==> src/rtl/cpu_bus_pkg.sv <==
// ----------------------------------------------------------------------------
// cpu_bus_pkg
// Shared types for the L1-cache to memory-bus path.
//   mem_req_t   : one latched memory command (address, write data, byte
//                 enables, size, read/write)
//   arb_state_t : arbiter FSM states
//   SIZE_WORD   : size encoding for a full 32-bit word
// Addresses are carried at ADDR_W_MAX bits. Narrower users zero-extend
// into the field and slice back out.
// ----------------------------------------------------------------------------
package cpu_bus_pkg;

    localparam int unsigned ADDR_W_MAX = 64;
    localparam logic [1:0]  SIZE_WORD  = 2'b10;

    typedef struct packed {
        logic [ADDR_W_MAX-1:0] addr;
        logic [31:0]           wdata;
        logic [3:0]            wen;
        logic [1:0]            size;
        logic                  rw;
    } mem_req_t;

    typedef enum logic [1:0] {
        ARB_IDLE    = 2'd0,
        ARB_GRANT_I = 2'd1,
        ARB_GRANT_D = 2'd2
    } arb_state_t;

endpackage

==> src/rtl/arb_grant_sel.sv <==
// ----------------------------------------------------------------------------
// arb_grant_sel
// Combinational winner selection between the I-side and D-side requests.
// The parent only evaluates the outputs while the bus is idle.
// Ports:
//   i_req, d_req       in   request from I-side / D-side
//   last_grant         in   side granted last time, 0=I 1=D
//                           (this port exists only with ARB_ROUND_ROBIN_EN)
//   grant_i, grant_d   out  one-hot grant (both 0 when nothing requested)
// Configuration macro: ARB_ROUND_ROBIN_EN
//   defined   : ties go to the side that did not win last time
//   undefined : ties always go to the D-side
// ----------------------------------------------------------------------------
module arb_grant_sel (
    input  logic i_req,
    input  logic d_req,
`ifdef ARB_ROUND_ROBIN_EN
    input  logic last_grant,
`endif
    output logic grant_i,
    output logic grant_d
);

    always_comb begin
        grant_i = 1'b0;
        grant_d = 1'b0;
        if (i_req && d_req) begin
`ifdef ARB_ROUND_ROBIN_EN
            grant_d = ~last_grant;
            grant_i = last_grant;
`else
            // A D-side miss stalls the pipeline, so it is served first.
            grant_d = 1'b1;
`endif
        end else begin
            grant_i = i_req;
            grant_d = d_req;
        end
    end

endmodule

==> src/rtl/cache_mem_arbiter.sv <==
// ----------------------------------------------------------------------------
// cache_mem_arbiter
// Shares the single memory-side bus between the I-cache and D-cache
// miss/uncached ports. When the bus is idle, a winner is chosen and its
// command is latched. The latched command is driven to memory until m_ready
// is seen, and the read data/ready is returned to the owner. There is always
// one idle cycle between transfers.
// Parameters:
//   A_WIDTH        address width of both requesters and the memory port
// Ports:
//   clk, clrn      clock; synchronous active-low reset
//   i_* / d_*      requester side: a, din, strobe, wen, size, rw in;
//                  dout, ready out (ready is combinational with m_ready)
//   m_*            memory command out (a, din, strobe, wen, size, rw);
//                  m_dout, m_ready in
// Configuration macro: ARB_ROUND_ROBIN_EN (see arb_grant_sel). It adds the
// last_grant register.
// ----------------------------------------------------------------------------
module cache_mem_arbiter #(
    parameter int unsigned A_WIDTH = 32
) (
    input  logic               clk,
    input  logic               clrn,
    input  logic [A_WIDTH-1:0] i_a,
    input  logic [31:0]        i_din,
    input  logic               i_strobe,
    input  logic [3:0]         i_wen,
    input  logic [1:0]         i_size,
    input  logic               i_rw,
    output logic [31:0]        i_dout,
    output logic               i_ready,
    input  logic [A_WIDTH-1:0] d_a,
    input  logic [31:0]        d_din,
    input  logic               d_strobe,
    input  logic [3:0]         d_wen,
    input  logic [1:0]         d_size,
    input  logic               d_rw,
    output logic [31:0]        d_dout,
    output logic               d_ready,
    output logic [A_WIDTH-1:0] m_a,
    output logic [31:0]        m_din,
    output logic               m_strobe,
    output logic [3:0]         m_wen,
    output logic [1:0]         m_size,
    output logic               m_rw,
    input  logic [31:0]        m_dout,
    input  logic               m_ready
);

    import cpu_bus_pkg::*;

    arb_state_t r_state;
    arb_state_t w_next_state;
    mem_req_t   r_cmd;
    mem_req_t   w_sel;
    logic       w_grant_i;
    logic       w_grant_d;
    logic       w_latch;
    logic       w_unused_addr;

`ifdef ARB_ROUND_ROBIN_EN
    logic       r_last_grant;   // 0 = I-side, 1 = D-side
`endif

    arb_grant_sel u_grant_sel (
        .i_req      (i_strobe),
        .d_req      (d_strobe),
`ifdef ARB_ROUND_ROBIN_EN
        .last_grant (r_last_grant),
`endif
        .grant_i    (w_grant_i),
        .grant_d    (w_grant_d)
    );

    // Command of whichever side wins this cycle.
    always_comb begin
        w_sel = '0;
        if (w_grant_d) begin
            w_sel.addr  = ADDR_W_MAX'(d_a);
            w_sel.wdata = d_din;
            w_sel.wen   = d_wen;
            w_sel.size  = d_size;
            w_sel.rw    = d_rw;
        end else begin
            w_sel.addr  = ADDR_W_MAX'(i_a);
            w_sel.wdata = i_din;
            w_sel.wen   = i_wen;
            w_sel.size  = i_size;
            w_sel.rw    = i_rw;
        end
    end

    // State register
    always_ff @(posedge clk) begin
        if (!clrn) begin
            r_state <= ARB_IDLE;
        end else begin
            r_state <= w_next_state;
        end
    end

    // Next state and return path
    always_comb begin
        w_next_state = r_state;
        w_latch      = 1'b0;
        m_strobe     = 1'b0;
        i_ready      = 1'b0;
        d_ready      = 1'b0;
        i_dout       = '0;
        d_dout       = '0;
        case (r_state)
            ARB_IDLE: begin
                // A stray m_ready here has no owner and is dropped.
                if (w_grant_d) begin
                    w_next_state = ARB_GRANT_D;
                    w_latch      = 1'b1;
                end else if (w_grant_i) begin
                    w_next_state = ARB_GRANT_I;
                    w_latch      = 1'b1;
                end
            end
            ARB_GRANT_I: begin
                m_strobe = 1'b1;
                i_dout   = m_dout;
                // A flushed requester (strobe dropped) still lets the bus
                // transfer finish, but it gets no ready pulse.
                i_ready  = m_ready & i_strobe;
                if (m_ready) begin
                    w_next_state = ARB_IDLE;
                end
            end
            ARB_GRANT_D: begin
                m_strobe = 1'b1;
                d_dout   = m_dout;
                d_ready  = m_ready & d_strobe;
                if (m_ready) begin
                    w_next_state = ARB_IDLE;
                end
            end
            default: begin
                w_next_state = ARB_IDLE;
            end
        endcase
    end

    // Command latch. The memory side sees only this register, so a
    // requester that changes its command while granted has no effect.
    always_ff @(posedge clk) begin
        if (!clrn) begin
            r_cmd <= '0;
        end else if (w_latch) begin
            r_cmd <= w_sel;
        end
    end

`ifdef ARB_ROUND_ROBIN_EN
    always_ff @(posedge clk) begin
        if (!clrn) begin
            r_last_grant <= 1'b0;
        end else if (w_latch) begin
            r_last_grant <= w_grant_d;
        end
    end
`endif

    assign m_a    = r_cmd.addr[A_WIDTH-1:0];
    assign m_din  = r_cmd.wdata;
    assign m_wen  = r_cmd.wen;
    assign m_size = r_cmd.size;
    assign m_rw   = r_cmd.rw;

    // The address bits above A_WIDTH are always zero.
    assign w_unused_addr = ^r_cmd.addr;

endmodule

==> config.mk <==
export PLATFORM = sky130hd
export DESIGN_NAME = cache_mem_arbiter
export DESIGN_NICKNAME = d
export VERILOG_FILES = /design/src/rtl/cpu_bus_pkg.sv /design/src/rtl/arb_grant_sel.sv /design/src/rtl/cache_mem_arbiter.sv
export SDC_FILE = /design/constraint.sdc
export NUM_CORES = 1
export LEC_CHECK = 0
export ABC_AREA = 1
export BUFFER_PORTS_ARGS = -buffer_cell sky130_fd_sc_hd__buf_2
export CORE_UTILIZATION = 25
export DETAILED_ROUTE_END_ITERATION = 8
export GPL_ROUTABILITY_DRIVEN = 0
export GPL_TIMING_DRIVEN = 0
export MAX_ROUTING_LAYER = met4
export PLACE_DENSITY = 0.53
export SYNTH_ARGS = -nofsm -noshare
export SYNTH_HDL_FRONTEND = slang
export SYNTH_SLANG_ARGS = --single-unit
==> constraint.sdc <==
create_clock -name clk -period 1.93 [get_ports clk]
set_input_delay 0.193 -clock clk [delete_from_list [all_inputs] [get_ports clk]]
set_output_delay 0.193 -clock clk [all_outputs]
set_load 0.02 [all_outputs]
==> results.yml, run 1 <==
outcome:
  status: "complete, no violations"
yosys:
  synth.avg_cell_area_um2: 5.86
  synthTopCellsByArea: "dfxtp_1, nand2_1, nor2_1"
  synth_seq_cells: 73
  syn_inst: 698
  netlist-cell-type-count: 21
  synth_top_cell_by_area: "dfxtp_1"
  ys_warn_count: 0
  syn_nets: 880
  synth_area_mm2: 0.00409
  yosys.area.top_type_share_pct: 35.7
  seq_area_frac_synth_pct: 35.7
timing:
  tightestPinTransition_ns: 0.427
  fmaxAchievable_mhz: 583
  hold_ws_ns: 0.177
  rsz0062_at_grt: "false"
  hold_violations: 0
  finalSetupViolCount: 0
  setup_tns_ns: 0
  setup_slack_ns: 0.213
  slew_violations: 0
  finalCritPeriodShare_pct: 88.9
  skew_ns: 0.00455
  final.min_clock_period_ns: 1.72
  relSlewSlack_pct: 71.5
cts:
  clock_latency_ns: 0.33
  post_cts_buffers: 0
  cts_root_buffer: "clkbuf_16"
  cts_tree: "done"
  hold_buffers: 0
  clk_pin_slew_ns: 0.06
  htreeDepth: 3
  cts_made_buffers: 9
  numClockSinks: 73
  clockBufferDepth: 2
routing:
  vias: 5121
  wl_per_cell_um: 12.5
  ant_nets: 0
  post_drt_via_cell_ratio: 4.12
  first_pass_iters: 5
  drc: 0
  drt_iter0_markers: 165
  wl_mm: 15.6
floorplanning:
  die_y_um: 130
  num_rows: 46
  coreArea_mm2: 0.0159
  die_area_mm2: 0.0169
  die_w_um: 130
  initial_utilization_pct: 25.6
  io-pin-count: 317
worst_setup_path:
  crit_arrival_ns: 1.52
  crit_required_ns: 1.74
  path_cells: "inv_1, ha_1, clkbuf_4, nand2_1, inv_1, buf_2"
  slowest_delay_ns: 0.32
  startpoint_type: "flip-flop"
  path_class: "flip-flop to primary output"
  cp_num_buf_inv: 4
  crit_start: "r_state[0]"
  critical_path_peak_fanout: 10
  crit_path_top_delay_cell: "dfxtp_1"
  rr_startpoint: "r_state[0]"
  path_common_cell: "inv_1"
  end_kind: "primary output"
  critical-path-top-delay-family: "buffers and inverters"
pwr:
  p_sw_share_pct: 34.8
  internal_power_uw: 3160
  seq_power_share_pct: 36.5
  clockPowerShare_pct: 31.8
  p_leak_uw: 0.00408
  p_sw_uw: 1690
  p_per_area_mw_per_mm2: 779
  ir_worst_vdd_v: 0.000341
  pwr-share-comb_pct: 31.7
placement:
  dp_slack_ns: 0.155
  hpwl_mm: 12.4
  io_buffers: 315
cells_and_area:
  syn2layout_area_growth_pct: 52.2
  final_common_cell: "buf_2"
  drive_gt1_share_pct: 37.0
  mostFrequentLayoutCells: "buf_2, nand2_1, nor2_1"
  final_util_pct: 39.0
  final_nets: 1204
global_routing:
  antenna_found_initial: 1
  grt_max_degree: 13
  grt_usage_pct: 18.5
  grt_pass1_wl_mm: 23.0
  grt_pass1_vias: 4465
  overflow: 0
flow_run:
  cap_violations: 0
worst_hold_path:
  hp-start: "i_a[20]"
  hold_path.class: "input port to flip-flop"
[final timing paths]
check | slack [ns] | depth (start not counted) | endpoint
max | 0.21 | 6 | d_dout[25]
min | 0.18 | 5 | m_a[20]
max reg2reg | 0.41 | 8 | m_a[23]
min reg2reg | 0.48 | 2 | r_state[1]
[synthesized netlist by cell type, drive strengths merged]
| cell type | number |
|---|---|
| nand2 | 286 |
| nor2 | 144 |
| dfxtp | 73 |
| inv | 71 |
| o21ai | 71 |
| buf | 34 |
| clkbuf | 11 |
| ha | 3 |
| a21oi | 2 |
| nand3 | 2 |
| nand4 | 1 |
[worst reg2reg max path, stage by stage (launching register included)]
cell and delay [ns]:
dfxtp_1 0.36, inv_1 0.07, ha_1 0.25, nand2_1 0.13, nand2_4 0.13, inv_4 0.19
buf_8 0.18, nor2_2 0.05, nor2_1 0.10
[cell families (layout without fill, tap and decap cells)]
family	count (synthesis)	count (layout)	share of synthesized area, %
buf+inv	116	445	13.7
compound gates	73	73	8.94
fa+ha+maj	3	3	0.918
other cells	0	1	0
flops	73	73	35.7
simple gates	433	433	40.7
[area by class of cell]
cell class	instances	area (um^2)
antenna	1	2.50
buffer	43	302
clock buffer	11	243
clock inverter	5	31.3
fill	1828	9720
inverter	71	269
multi-input combinational	509	2070
sequential	73	1460
tap	216	270
timing repair buffer	315	1580
[metrics by stage]
stage                     total power, uW  area [um^2]  std cells
after global routing                 5160         6220       1244
after global placement               3350         5940       1229
after CTS                            4910         6220       1244
after floorplan                      2730         4090        698
after detailed placement             3340         5940       1229
final                                4850         6220       1244
[timing repair]
item / CTS / global route
gates resized for setup: 7 / 6
endpoints found under the hold margin: 0 / 0
setup endpoints to repair: 51 / 40
[registers in the layout, summed over array words and instances (netlist names)]
name and count:
m_a 32, m_din 32, m_rw 1, m_size 2, m_wen 4, r_state 2
[power groups by stage]
| stage | logic, uW | clock network (uW) | registers, uW |
|---|---|---|---|
| floorplan | 711 | 0 | 2010 |
| global placement | 1550 | 0 | 1800 |
| CTS | 1550 | 1590 | 1770 |
| detailed placement | 1550 | 0 | 1800 |
| finish | 1540 | 1540 | 1770 |
| global route | 1710 | 1660 | 1790 |
[routing by layer]
layer  global-route usage, %  vias to the layer above  part of all wire [%]
met1                    21.2                     2170                    42
met2                    31.7                      217                    49
met5                       -                        -                     0
met3                    5.08                       10                   8.1
li1                        -                     2724                     -
met4                    4.86                        0                  0.89
Note: power is estimated with default switching activity, not from simulation.
==> run 2, diff against run 1 <==
Settings changed: PLACE_DENSITY 0.53 to unset, PLACE_DENSITY_LB_ADDON set to 0.1, TNS_END_PERCENT set to 30.
==> run 2 against run 1 <==
  * Clock power is 18% higher
  * Clock skew is 0.0031 ns higher
  * Largest power group is now the clock network
  * Wire length is 3.3% lower
  * Flip-flop and latch count stayed put
  * Combinational power hardly changed
  * Cell count stayed put
  * Sequential power hardly changed
  * Global-route usage is 0.80 points lower
  * Register-to-register slack hardly changed
  * Critical endpoint is now i_dout[3]
  * Critical path depth is 1 lower
  * Setup slack worse by 0.041 ns
  * Non-clock buffer count stayed put
==> results.yml, run 2 (synthesis results as in run 1) <==
placement:
  place_area_mm2: 0.00594
  hpwl_mm: 11.9
  dp_cells: 1229
  io_buffers: 315
worst_setup_path:
  crit_required_ns: 1.74
  startpoint_type: "flip-flop"
  ff2ff_setup_slack_ns: 0.40
  critical_path_peak_fanout: 10
  end_kind: "primary output"
  crit_arrival_ns: 1.56
  worst-r2r-cell-count: 8
  path_class: "flip-flop to primary output"
routing:
  drc: 0
  post_drt_via_cell_ratio: 4.06
  drt_iter0_markers: 152
  first_pass_iters: 4
  wl_per_cell_um: 12.1
  ant_nets: 0
  wl_mm: 15.1
  vias: 5056
cts:
  clk_pin_slew_ns: 0.06
  cts_made_buffers: 9
  cts_tree: "done"
  htreeDepth: 3
  clockBufferDepth: 2
  clock_latency_ns: 0.34
  cts_root_buffer: "clkbuf_16"
  hold_buffers: 0
  numClockSinks: 73
floorplanning:
  coreArea_mm2: 0.0159
  initial_utilization_pct: 25.6
  die_area_mm2: 0.0169
  io-pin-count: 317
  num_rows: 46
  die_w_um: 130
  die_y_um: 130
cells_and_area:
  instances_no_fill: 1244
  final_nets: 1204
  final_common_cell: "buf_2"
  syn2layout_area_growth_pct: 53.2
  final_cell_area_mm2: 0.00626
  fillers: 1847
  drive_gt1_share_pct: 36.9
  mostFrequentLayoutCells: "buf_2, nand2_1, nor2_1"
  multi_input_area_mm2: 0.00207
  register_area_mm2: 0.00146
global_routing:
  grt_pass1_vias: 4315
  grt_pass1_wl_mm: 22.1
  antenna_found_initial: 1
  grt_max_degree: 14
  overflow: 0
  grt_usage_pct: 17.7
timing:
  setup_tns_ns: 0
  relSlewSlack_pct: 75.0
  skew_ns: 0.00764
  finalSetupViolCount: 0
  rsz0062_at_grt: "false"
  tightestPinTransition_ns: 0.375
  hold_ws_ns: 0.168
  final.min_clock_period_ns: 1.76
  finalCritPeriodShare_pct: 91.1
  fmaxAchievable_mhz: 569
  hold_violations: 0
  slew_violations: 0
pwr:
  p_per_area_mw_per_mm2: 816
  p_leak_uw: 0.00410
  power_uw: 5110
  ir_worst_vdd_v: 0.000368
flow_run:
  cap_violations: 0
worst_hold_path:
  min_path_cells: 5
  hold_path.class: "input port to flip-flop"
outcome:
  status: "complete, no violations"
-- run 2: layout make-up --
type	instances	area share (%)
diodes	1	0.0400
plain buffers	43	4.77
multi-input cells	509	33.0
well taps	216	4.31
clock inverters	6	1.44
inverters	71	4.29
repair buffers	315	25.2
flip-flops and latches	73	23.3
clock buffers	10	3.66
-- run 2: metrics by stage --
step	utilization, %	setup WS (ns)
2_1_floorplan	-	0.557
3_3_place_gp	37.2	0.217
3_5_place_dp	37.2	0.238
4_1_cts	39.3	0.00515
5_1_grt	39.3	0.0156
6_report	39.3	0.172
-- run 2: critical path, cell delays in order, from the launching register on --
cell and delay [ns]:
dfxtp_1 0.37, ha_1 0.28, clkbuf_4 0.24, nand2_1 0.06, inv_1 0.10, buf_2 0.18
-- run 2: metal layers --
layer  wire (um)  up-vias  part of all wire, %  track usage (%)
met5           0        -                    0                -
met4         144        0                 0.96             4.92
met3         966       11                  6.4             4.18
met2        7600      171                   50             31.4
met1        6370     2151                   42             19.7
li1            -     2723                    -                -
-- run 2: repair_timing --
action | 4_1_cts | 5_1_grt
buffers inserted | 0 | 0
endpoints found under the setup margin | 50 | 60
resized for setup | 6 | 4
-- run 2: worst paths after layout --
| kind | startpoint | to |
|---|---|---|
| worst max-delay path | r_state[0] | i_dout[3] |
| worst min-delay path | i_din[24] | m_din[24] |
| worst max register to register | r_state[0] | m_rw |
| worst min register to register | r_state[1] | r_state[1] |
-- run 2: report_power, final --
group          leakage [uW]  switching (uW)  internal [uW]
clock              0.000153             671           1140
sequential         0.000607            80.1           1690
combinational       0.00334             959            571
total               0.00410            1710           3400
==> run 3, diff against run 2 <==
Settings changed: ABC_AREA 1 to unset, CORE_ASPECT_RATIO set to 1.2.
==> run 3 against run 2 <==
  * Register-to-register slack gained 0.07 ns
  * Global-route usage is 2.7 points lower
  * Utilization increased by 0.16 points
  * First-iteration DRC count decreased by 51%
  * Via count decreased by 26%
  * Cell count fell by 30%
  * Die area shrank 0.11%
  * Sequential share of layout area grew 0.17 points
  * Critical endpoint is now i_dout[11]
  * Largest power group is now registers
==> results.yml, run 3 <==
yosys:
  synthTopCellsByArea: "dfxtp_1, o2bb2ai_2, mux2i_1"
  synth.avg_cell_area_um2: 12.4
  ys_top_cells_by_count: "dfxtp_1, mux2i_1, o2bb2ai_2"
  synth-compound-area-share_pct: 27.0
  yosys.area_share.xor_xnor_pct: 0
  synth_fa_ha_area_share_pct: 0.919
  netlist-cell-type-count: 23
  yosysMostFrequentCell: "dfxtp_1"
  synth_ff_type: "dfxtp_1"
  seq_area_frac_synth_pct: 35.8
  async_reset_ff_share_pct: 0
  synth_seq_cells: 73
  synth_area_mm2: 0.00408
  syn_nets: 512
  synth_top_family_by_area: "compound AO/OA/AOI/OAI gates"
  yosys.area.top_type_share_pct: 35.8
  synthMuxAreaShare_pct: 17.4
  synthSimpleGateAreaFrac_pct: 11.1
  ys_warn_count: 0
  synth_edf_count: 0
  syn_inst: 330
  synth_top_cell_by_area: "dfxtp_1"
pwr:
  p_per_area_mw_per_mm2: 822
  power_uw: 5110
  p_leak_uw: 0.00326
  ir_worst_vdd_v: 0.000491
global_routing:
  antenna_found_initial: 2
  grt_max_degree: 16
  grt_pass1_wl_mm: 19.0
  overflow: 0
  grt_pass1_vias: 3649
  grt_usage_pct: 15.0
routing:
  ant_nets: 0
  first_pass_iters: 4
  post_drt_via_cell_ratio: 4.27
  wl_mm: 12.8
  wl_per_cell_um: 14.7
  drc: 0
  drt_iter0_markers: 74
  vias: 3719
floorplanning:
  num_rows: 50
  coreArea_mm2: 0.0158
  die_y_um: 142
  die_w_um: 119
  die_area_mm2: 0.0169
  io-pin-count: 317
  initial_utilization_pct: 25.9
cts:
  hold_buffers: 0
  cts_made_buffers: 9
  cts_root_buffer: "clkbuf_16"
  cts_tree: "done"
  clockBufferDepth: 2
  clock_latency_ns: 0.33
  clk_pin_slew_ns: 0.07
  numClockSinks: 73
  htreeDepth: 3
outcome:
  status: "complete, no violations"
timing:
  finalSetupViolCount: 0
  hold_violations: 0
  tightestPinTransition_ns: 0.513
  slew_violations: 0
  rsz0062_at_grt: "true"
  hold_ws_ns: 0.125
  fmaxAchievable_mhz: 568
  final.min_clock_period_ns: 1.76
  skew_ns: 0.00742
  finalCritPeriodShare_pct: 91.3
  relSlewSlack_pct: 65.7
cells_and_area:
  syn2layout_area_growth_pct: 52.3
  drive_gt1_share_pct: 65.4
  instances_no_fill: 871
  final_common_cell: "buf_2"
  final_util_pct: 39.4
  fillers: 1599
  mostFrequentLayoutCells: "buf_2, dfxtp_1, mux2i_1"
  final_nets: 838
  final_cell_area_mm2: 0.00622
worst_setup_path:
  crit_required_ns: 1.74
  critical_path_peak_fanout: 10
  worst-r2r-cell-count: 5
  crit_arrival_ns: 1.57
  end_kind: "primary output"
  path_class: "flip-flop to primary output"
  startpoint_type: "flip-flop"
placement:
  dp_cells: 853
  place_area_mm2: 0.00592
  hpwl_mm: 10.5
  io_buffers: 315
flow_run:
  cap_violations: 0
worst_hold_path:
  hold_path.class: "input port to flip-flop"
  min_path_cells: 3
-- run 3: cell types whose count changed after synthesis, moves of 7 or more --
cell,previous run,this run
nor2_2,10,0
nor2_1,134,1
nand2_1,285,1
o21ai_1,20,2
o2bb2ai_2,0,70
mux2i_1,0,71
buf_12,0,8
buf_2,8,1
and2_1,0,64
o21ai_0,51,0
inv_1,69,3
-- run 3: area by class of cell --
| type | count | area [um^2] | area share, % |
|---|---|---|---|
| plain buffers | 30 | 313 | 5.03 |
| inverters | 3 | 11.3 | 0.181 |
| clock buffers | 9 | 225 | 3.62 |
| well taps | 208 | 260 | 4.19 |
| multi-input cells | 224 | 2300 | 37.0 |
| clock inverters | 7 | 62.6 | 1.01 |
| diodes | 2 | 5.00 | 0.0805 |
| repair buffers | 315 | 1580 | 25.4 |
| flip-flops and latches | 73 | 1460 | 23.5 |
-- run 3: final timing paths --
check / start / to / slack, ns
setup / recovery: r_state[1] / i_dout[11] / 0.17
hold / removal: i_din[6] / m_din[6] / 0.13
setup reg to reg: r_state[0] / m_a[9] / 0.47
hold reg to reg: m_a[11] / m_a[11] / 0.46
-- run 3: kinds of logic after synthesis --
kind of cell | Yosys count
compound gates | 77
fa+ha+maj | 3
buf+inv | 33
flops | 73
mux | 71
simple gates | 73
-- run 3: power by group --
part	switching (uW)	total, uW	internal, uW
sequential	131	1830	1700
combinational	942	1650	710
clock	731	1630	898
total	1800	5110	3300
-- run 3: layer usage --
| metal | up-vias | track usage [%] | part of all wire, % |
|---|---|---|---|
| met5 | - | - | 0 |
| met2 | 177 | 27.0 | 53 |
| met3 | 9 | 3.77 | 7.0 |
| met1 | 1662 | 15.6 | 38 |
| li1 | 1871 | - | - |
| met4 | 0 | 6.40 | 2.0 |
-- run 3: through the flow --
stage	TNS (ns)	worst slack, ns
final	0	0.169
after global placement	0	0.413
after CTS	0	0.0280
after detailed placement	0	0.393
after global routing	-0.152	-0.0293
after floorplan	0	0.606
-- run 3: what timing repair did --
item | 4_1_cts | 5_1_grt
endpoints found under the setup margin | 0 | 51
endpoints found under the hold margin | 0 | 0
gates resized for setup | 0 | 8
setup buffers | 0 | 0
-- run 3: worst max-delay path, stage by stage (launching register included) --
cell and delay (ns):
dfxtp_1 0.32, inv_1 0.07, ha_1 0.24, clkbuf_1 0.27, and2_1 0.17, buf_2 0.16
